[src/rtl/apb_interface_pkg.sv]
// apb_interface_pkg: shared widths, FSM state type and done-matching helper
package apb_interface_pkg;
   localparam int APB_ADDR_W = 8;
   localparam int APB_DATA_W = 8;
   typedef enum logic [1:0] {
      IDLE = 2'd0,
      WAIT = 2'd1,
      DONE = 2'd2
   } state_t;
   function automatic logic done_match(input logic is_wr, input logic wr_done, input logic rd_done);
      return is_wr ? wr_done : rd_done;
   endfunction
endpackage

[src/rtl/apb_interface.sv]
// apb_interface: APB slave front-end turning each transfer into one strobe / done handshake
module apb_interface
   import apb_interface_pkg::*;
#(
   parameter int ADDR_W = APB_ADDR_W,
   parameter int DATA_W = APB_DATA_W
) (
   input  logic              s_apb_pclk_i,
   input  logic              s_apb_presetn_i,
   input  logic              s_apb_psel_i,
   input  logic              s_apb_penable_i,
   input  logic [ADDR_W-1:0] s_apb_paddr_i,
   input  logic              s_apb_pwrite_i,
   input  logic [DATA_W-1:0] s_apb_pwdata_i,
   output logic [DATA_W-1:0] s_apb_prdata_o,
   output logic              s_apb_pready_o,
   output logic [ADDR_W-1:0] reg_addr_o,
   output logic [DATA_W-1:0] reg_data_o,
   input  logic [DATA_W-1:0] reg_data_i,
   output logic              reg_wr_en_o,
   output logic              reg_rd_en_o,
   input  logic              reg_wr_done_i,
   input  logic              reg_rd_done_i
);
   state_t            state_q, state_d;
   logic              is_wr_q, is_wr_d;
   logic [ADDR_W-1:0] addr_d;
   logic [DATA_W-1:0] data_d, prdata_d;
   logic              wr_en_d, rd_en_d, pready_d;
   logic              setup;
   assign setup = s_apb_psel_i && !s_apb_penable_i;
   // next state and next values of every registered output
   always_comb begin
      state_d  = state_q;
      is_wr_d  = is_wr_q;
      addr_d   = reg_addr_o;
      data_d   = reg_data_o;
      prdata_d = s_apb_prdata_o;
      wr_en_d  = 1'b0;
      rd_en_d  = 1'b0;
      pready_d = 1'b0;
      case (state_q)
         IDLE: if (setup) begin
            addr_d  = s_apb_paddr_i;
            data_d  = s_apb_pwrite_i ? s_apb_pwdata_i : reg_data_o;
            is_wr_d = s_apb_pwrite_i;
            wr_en_d = s_apb_pwrite_i;
            rd_en_d = !s_apb_pwrite_i;
            state_d = WAIT;
         end
         WAIT: if (done_match(is_wr_q, reg_wr_done_i, reg_rd_done_i)) begin
            pready_d = 1'b1;
            prdata_d = is_wr_q ? s_apb_prdata_o : reg_data_i;
            state_d  = DONE;
         end
         DONE:    state_d = IDLE;
         default: state_d = IDLE;
      endcase
   end
   // state and output registers; reset aborts any transfer without a pready
   always_ff @(posedge s_apb_pclk_i or negedge s_apb_presetn_i) begin
      if (!s_apb_presetn_i) begin
         state_q        <= IDLE;
         is_wr_q        <= 1'b0;
         reg_addr_o     <= '0;
         reg_data_o     <= '0;
         s_apb_prdata_o <= '0;
         reg_wr_en_o    <= 1'b0;
         reg_rd_en_o    <= 1'b0;
         s_apb_pready_o <= 1'b0;
      end else begin
         state_q        <= state_d;
         is_wr_q        <= is_wr_d;
         reg_addr_o     <= addr_d;
         reg_data_o     <= data_d;
         s_apb_prdata_o <= prdata_d;
         reg_wr_en_o    <= wr_en_d;
         reg_rd_en_o    <= rd_en_d;
         s_apb_pready_o <= pready_d;
      end
   end
endmodule

[config.mk]
export PLATFORM = sky130hd
export DESIGN_NAME = apb_interface
export DESIGN_NICKNAME = d
export VERILOG_FILES = /design/src/rtl/apb_interface_pkg.sv /design/src/rtl/apb_interface.sv
export SDC_FILE = /design/constraint.sdc
export NUM_CORES = 1
export LEC_CHECK = 0
export CORE_UTILIZATION = 35
export DETAILED_ROUTE_END_ITERATION = 12
export GPL_TIMING_DRIVEN = 1
export HOLD_SLACK_MARGIN = 0.08
export PLACE_DENSITY = 0.71
export SYNTH_ARGS = -nofsm -noshare
export SYNTH_HDL_FRONTEND = slang
export SYNTH_SLANG_ARGS = --single-unit
[constraint.sdc]
create_clock -name s_apb_pclk_i -period 2.2 [get_ports s_apb_pclk_i]
set_input_delay 0.22 -clock s_apb_pclk_i [delete_from_list [all_inputs] [get_ports s_apb_pclk_i]]
set_output_delay 0.22 -clock s_apb_pclk_i [all_outputs]
set_load 0.02 [all_outputs]
==> results of run 1 <==
worst max-delay path by stage:
stage                           start           endpoint  slack, ps  depth (start not counted)
floorplan                  state_q[0]      reg_addr_o[1]        780                          3
global placement      s_apb_penable_i      reg_data_o[7]        570                          5
detailed placement    s_apb_penable_i      reg_data_o[5]        530                          5
CTS                 s_apb_prdata_o[5]  s_apb_prdata_o[5]        660                          1
global route            reg_data_o[5]      reg_data_o[5]        630                          1
finish              s_apb_prdata_o[5]  s_apb_prdata_o[5]        680                          1
kinds of logic (layout without fill, tap and decap cells):
kind of cell           count (synthesis)  count (layout)  share of synthesized area
AND/OR/NAND/NOR                        8               8                     0.0642
AO/OA/AOI/OAI                          4               4                     0.0199
multiplexers                          24              24                      0.239
buffers and inverters                  3              69                     0.0133
flip-flops                            30              30                      0.664
routing by layer:
| layer | up-vias | share of wire |
|---|---|---|
| met3 | 6 | 0.078 |
| met4 | 0 | 0.022 |
| met1 | 380 | 0.40 |
| li1 | 365 | - |
| met5 | - | 0 |
| met2 | 34 | 0.50 |
worst register-to-register path, cell delays in order (launching register included):
cell and delay (ps):
dfrtp_1 420, nor4b_4 260, buf_4 240, nand2_4 120, mux2_2 290
synth_stat cells:
master	instances	area, µm²
dfrtp_1	30	751
mux2_2	24	270
a21oi_1	2	10.0
inv_1	2	7.51
nand2_1	2	7.51
nand2b_1	2	12.5
buf_4	1	7.51
nand2_4	1	11.3
nor2_4	1	11.3
nor2b_1	1	6.26
nor4b_4	1	23.8
o21ai_0	1	5.00
o21bai_1	1	7.51
area by class of cell:
cell class	count	area [µm²]	area share
sequential	30	751	0.400
timing repair buffer	59	586	0.312
multi-input combinational	36	365	0.195
clock inverter	2	60.1	0.0320
tap	44	55.1	0.0294
clock buffer	6	51.3	0.0274
inverter	2	7.51	0.00400
registers in the layout (all words and copies together) (netlist names):
register and flops:
reg_wr_en_o 1, s_apb_prdata_o 8, reg_addr_o 8, state_q 2, reg_data_o 8, s_apb_pready_o 1
reg_rd_en_o 1, is_wr_q 1
where the power goes:
part	internal [mW]	switching, mW	leakage [nW]	total (mW)
clock	0.385	0.180	0.0585	0.565
sequential	0.808	0.136	0.364	0.944
combinational	0.659	0.537	0.378	1.20
stage by stage:
step | worst slack (ps) | hold slack, ps
global placement | 568 | 487
CTS | 656 | 282
global route | 628 | 309
floorplan | 776 | -75.6
detailed placement | 532 | 495
finish | 681 | 281
==> results by group, run 1 <==
Synth
  • Seq/Total Area, Yosys: 0.664
  • Synth Net Count: 100
  • Synth unique cells: 13
  • Synth Cell Area: 1130 µm²
  • Synth warnings: 0
  • Cell count after synthesis: 69
  • #FFs+latches synth: 30
  • Mean Syn Cell Area: 16.4 µm²

Setup path
  • CP top delay family: buffers and inverters
  • Max stage delay cell, worst path: clkdlybuf4s50_1
  • R2r endpoint: reg_data_o[5]
  • Delay of the slowest critical-path stage: 610 ps
  • Worst Path Max Fanout: 2
  • Worst EP required: 1980 ps
  • Reg2Reg Setup Slack: 760 ps
  • WP buf/inv: 1
  • Crit start category: flip-flop
  • Critical path arrival: 1300 ps
  • Crit-path cells: clkdlybuf4s50_1
  • FF-to-FF path depth: 4
  • Worst r2r src: state_q[0]
  • Critical Path End Type: primary output
  • Path type of the worst setup path: flip-flop to primary output

Global route
  • Global routing's busiest layer: met2
  • GRT met3 Usage: 0.0549
  • Vias in the first global route: 814
  • Initial antenna violation count: 0
  • Met1 GRT Util: 0.176
  • Maximum number of pins on one net before global-route repair: 31
  • First-pass GRT wire length: 3820 µm
  • Met2 capacity usage during global routing: 0.256
  • Final global-route overflow total: 0
  • GRT Util Overall: 0.155

Finish
  • Share of layout cells above drive strength 1: 0.274
  • Design Area, Final: 1880 µm²
  • Fillers: 264
  • Most frequent cells in the layout: clkdlybuf4s50_1 (57), dfrtp_1 (30), mux2_2 (24), clkbuf_4 (5)
  • Commonest non-fill, non-tap cell in the layout: clkdlybuf4s50_1
  • Final Non-Filler Cells: 179
  • Fin nets: 165
  • Final Core Density: 0.614
  • Antenna cell count: 0
  • Area growth syn-to-layout: 65.8%

Floorplanning
  • CORE AREA: 3050 µm²
  • Die ar.: 3460 µm²
  • # rows: 20
  • Chip height: 58.8 µm
  • Boundary Pins: 58
  • Initial Util: 0.370
  • Die X: 58.8 µm

Run status
  • Status: complete, no violations

STA
  • Unrepaired setup endpoints after global routing: no
  • Final Max Tran Viols: 0
  • Setup violators final: 0
  • Fin crit share: 0.691
  • Highest clock rate: 0.658 GHz
  • Final Hold Viols: 0
  • Clock Skews: 6.95 ps
  • Slew HR: 0.753
  • Post-route minimum period: 1520 ps
  • Worst-Margin Slew: 370 ps
  • Final setup TNS: 0 ps

Power and ir drop
  • Pwr Total: 2.70 mW
  • Static leakage: 0.800 nW
  • Pwr dens: 1440 nW/µm²
  • VDD IR max: 787 µV

Clocking
  • Sink Count: 30
  • Post-CTS Setup Inserts: 0
  • Num CTS Buffers: 5
  • Bufs on Longest Clock Path: 2
  • Post-CTS Hold Buffers: 0
  • CTS tree: yes
  • Root buffer cell: clkbuf_4
  • Resized Gates After CTS: 0
  • Clock Pin Slew Worst Setup and Hold Paths: 90 ps
  • H-tree depth: 2
  • Worst skew pair latency: 320 ps

Run
  • Max-Cap Viols: 0

Hold path
  • Hold Path Class: input port to async pin

Placed design
  • DP Wirelength: 1850 µm
  • # port buffers: 57
  • Area post-placement: 1760 µm²
  • Routability cong.: 0.685
  • Number of placed cells counting well taps: 171

Detailed routing
  • Drt total wl: 2400 µm
  • Final ANT Viol Nets: 0
  • Routed vias/inst: 4.39
  • Initial DRC count: 13
  • Via Count: 785
  • WL/cell: 13.4 µm
  • DRC viols: 0
  • DR pass1 iterations: 4
(Power assumes the default switching activity.)
==> run 2: changes to the inputs <==
- clock period: 2.2 -> 1.6 ns (I/O delays scaled with it)
==> run 2 against run 1 <==
Net effect: global-route usage fell by 0.54 points; sequential power grew 37%; flip-flop and latch count unchanged; routed wire length decreased by 5.3%; critical path depth unchanged.
==> results by group, run 2 (synthesis gave the netlist of run 1 again) <==
Floorplanning
  • Chip height: 58.8 µm
  • Boundary Pins: 58
  • Die ar.: 3460 µm²
  • CORE AREA: 3050 µm²
  • Initial Util: 0.370
  • Die X: 58.8 µm
  • # rows: 20

Setup path
  • Crit. path cell count: 1
  • R2r endpoint: reg_addr_o[3]
  • Reg2Reg Setup Slack: 160 ps
  • Worst r2r src: state_q[0]
  • Worst Path Max Fanout: 2
  • Critical Path End Type: primary output
  • WP buf/inv: 1
  • Crit start category: flip-flop
  • Crit-path cells: clkdlybuf4s50_1
  • Worst EP required: 1440 ps
  • Max stage delay cell, worst path: clkdlybuf4s50_1
  • CP top delay family: buffers and inverters
  • Critical path arrival: 1280 ps
  • Delay of the slowest critical-path stage: 630 ps
  • Path type of the worst setup path: flip-flop to primary output
  • FF-to-FF path depth: 4

Detailed routing
  • WL met3: 171 µm
  • WL/cell: 12.6 µm
  • Final ANT Viol Nets: 0
  • DRC viols: 0
  • Initial DRC count: 9
  • Via Count: 804
  • DR pass1 iterations: 2
  • Drt total wl: 2280 µm
  • Highest routed layer: met4
  • WL met2: 1160 µm
  • Routed vias/inst: 4.47
  • Metal-1 WL: 910 µm

Placed design
  • Routability cong.: 0.708
  • DP Wirelength: 1750 µm
  • # port buffers: 57

Finish
  • Fillers: 261
  • Area growth syn-to-layout: 63.1%
  • Share of layout cells above drive strength 1: 0.272
  • Area of the multi-input gates: 365 µm²
  • Commonest non-fill, non-tap cell in the layout: clkdlybuf4s50_1
  • Fin nets: 166
  • Most frequent cells in the layout: clkdlybuf4s50_1 (57), dfrtp_1 (30), mux2_2 (24), clkbuf_4 (5)
  • Largest registers: reg_addr_o (8), reg_data_o (8), s_apb_prdata_o (8)
  • Antenna cell count: 0
  • Sequential Area: 751 µm²

STA
  • Worst-Margin Slew: 367 ps
  • Highest clock rate: 0.692 GHz
  • Min Hold Slack: 212 ps
  • Final setup TNS: 0 ps
  • Unrepaired setup endpoints after global routing: no
  • Fin crit share: 0.903
  • Slew HR: 0.756
  • Final Max Tran Viols: 0
  • Setup violators final: 0
  • Final Hold Viols: 0
  • Post-route minimum period: 1440 ps
  • Clock Skews: 8.82 ps

Global route
  • Vias in the first global route: 834
  • Maximum number of pins on one net before global-route repair: 31
  • Initial antenna violation count: 0
  • Final global-route overflow total: 0
  • First-pass GRT wire length: 3680 µm
  • GRT Util Overall: 0.150

Run
  • Max-Cap Viols: 0

Clocking
  • Resized Gates After CTS: 0
  • Post-CTS Hold Buffers: 0
  • Post-CTS Setup Inserts: 0
  • CTS tree: yes
  • Root buffer cell: clkbuf_4
  • H-tree depth: 2
  • Sink Count: 30
  • Num CTS Buffers: 5
  • Worst skew pair latency: 310 ps
  • Clock Pin Slew Worst Setup and Hold Paths: 90 ps
  • Bufs on Longest Clock Path: 2

Power and ir drop
  • Net Sw Frac: 0.339
  • Combinational share of power: 0.490
  • VDD IR max: 844 µV
  • Static leakage: 0.786 nW
  • P_int: 2.25 mW
  • Pwr dens: 1840 nW/µm²
  • P_sw: 1.15 mW
  • Clock group share of total power: 0.131
  • Seq pwr share: 0.379

Hold path
  • Hold Path Class: input port to async pin

Run status
  • Status: complete, no violations
[run 2: cell types whose count changed in the layout (fill, tap and decap cells not counted)]
cell,delta
buf_12,+1
clkbuf_1,+1
bufinv_16,-2
clkinv_2,+1
[run 2: how the worst max path moves through the flow]
| stage | start | endpoint |
|---|---|---|
| finish | reg_data_o[4] | reg_data_o[4] |
| floorplan | state_q[0] | reg_addr_o[1] |
| CTS | reg_data_o[4] | reg_data_o[4] |
| global route | reg_data_o[3] | reg_data_o[3] |
| detailed placement | s_apb_penable_i | reg_addr_o[2] |
| global placement | s_apb_penable_i | reg_addr_o[2] |
[run 2: final cells by class]
class / count / share of cell area
inverters: 2 / 0.00407
repair buffers: 60 / 0.328
well taps: 44 / 0.0299
flip-flops and latches: 30 / 0.407
multi-input cells: 36 / 0.198
clock inverters: 1 / 0.00271
clock buffers: 7 / 0.0299
[run 2: worst register-to-register path, cell delays in order (launching register included)]
cell and delay, ps:
dfrtp_1 420, nor4b_4 260, buf_4 180, buf_12 130
mux2_2 330
[run 2: routing by layer]
metal  vias up  GRT usage
met5         -          0
met1       397      0.167
met3         5     0.0571
met4         0     0.0714
met2        33      0.252
li1        369          -
[run 2: metrics by stage]
stage          std cells  power [mW]  utilization  setup slack (ps)  cell area [µm²]
2_1_floorplan         69        2.13            -               176             1130
3_3_place_gp         172        2.95        0.584              34.9             1780
3_5_place_dp         172        3.00        0.584              16.7             1780
4_1_cts              180        3.45        0.604               119             1840
5_1_grt              180        3.60        0.604              88.9             1840
6_report             180        3.40        0.604               155             1840
[run 2: power by group through the flow]
stage                     Sequential (mW)  Clock [mW]  Combinational [mW]
after floorplan                      1.70           0               0.429
after global placement               1.29           0                1.66
after detailed placement             1.31           0                1.69
after CTS                            1.30       0.469                1.69
after global routing                 1.34       0.504                1.76
final                                1.29       0.445                1.67
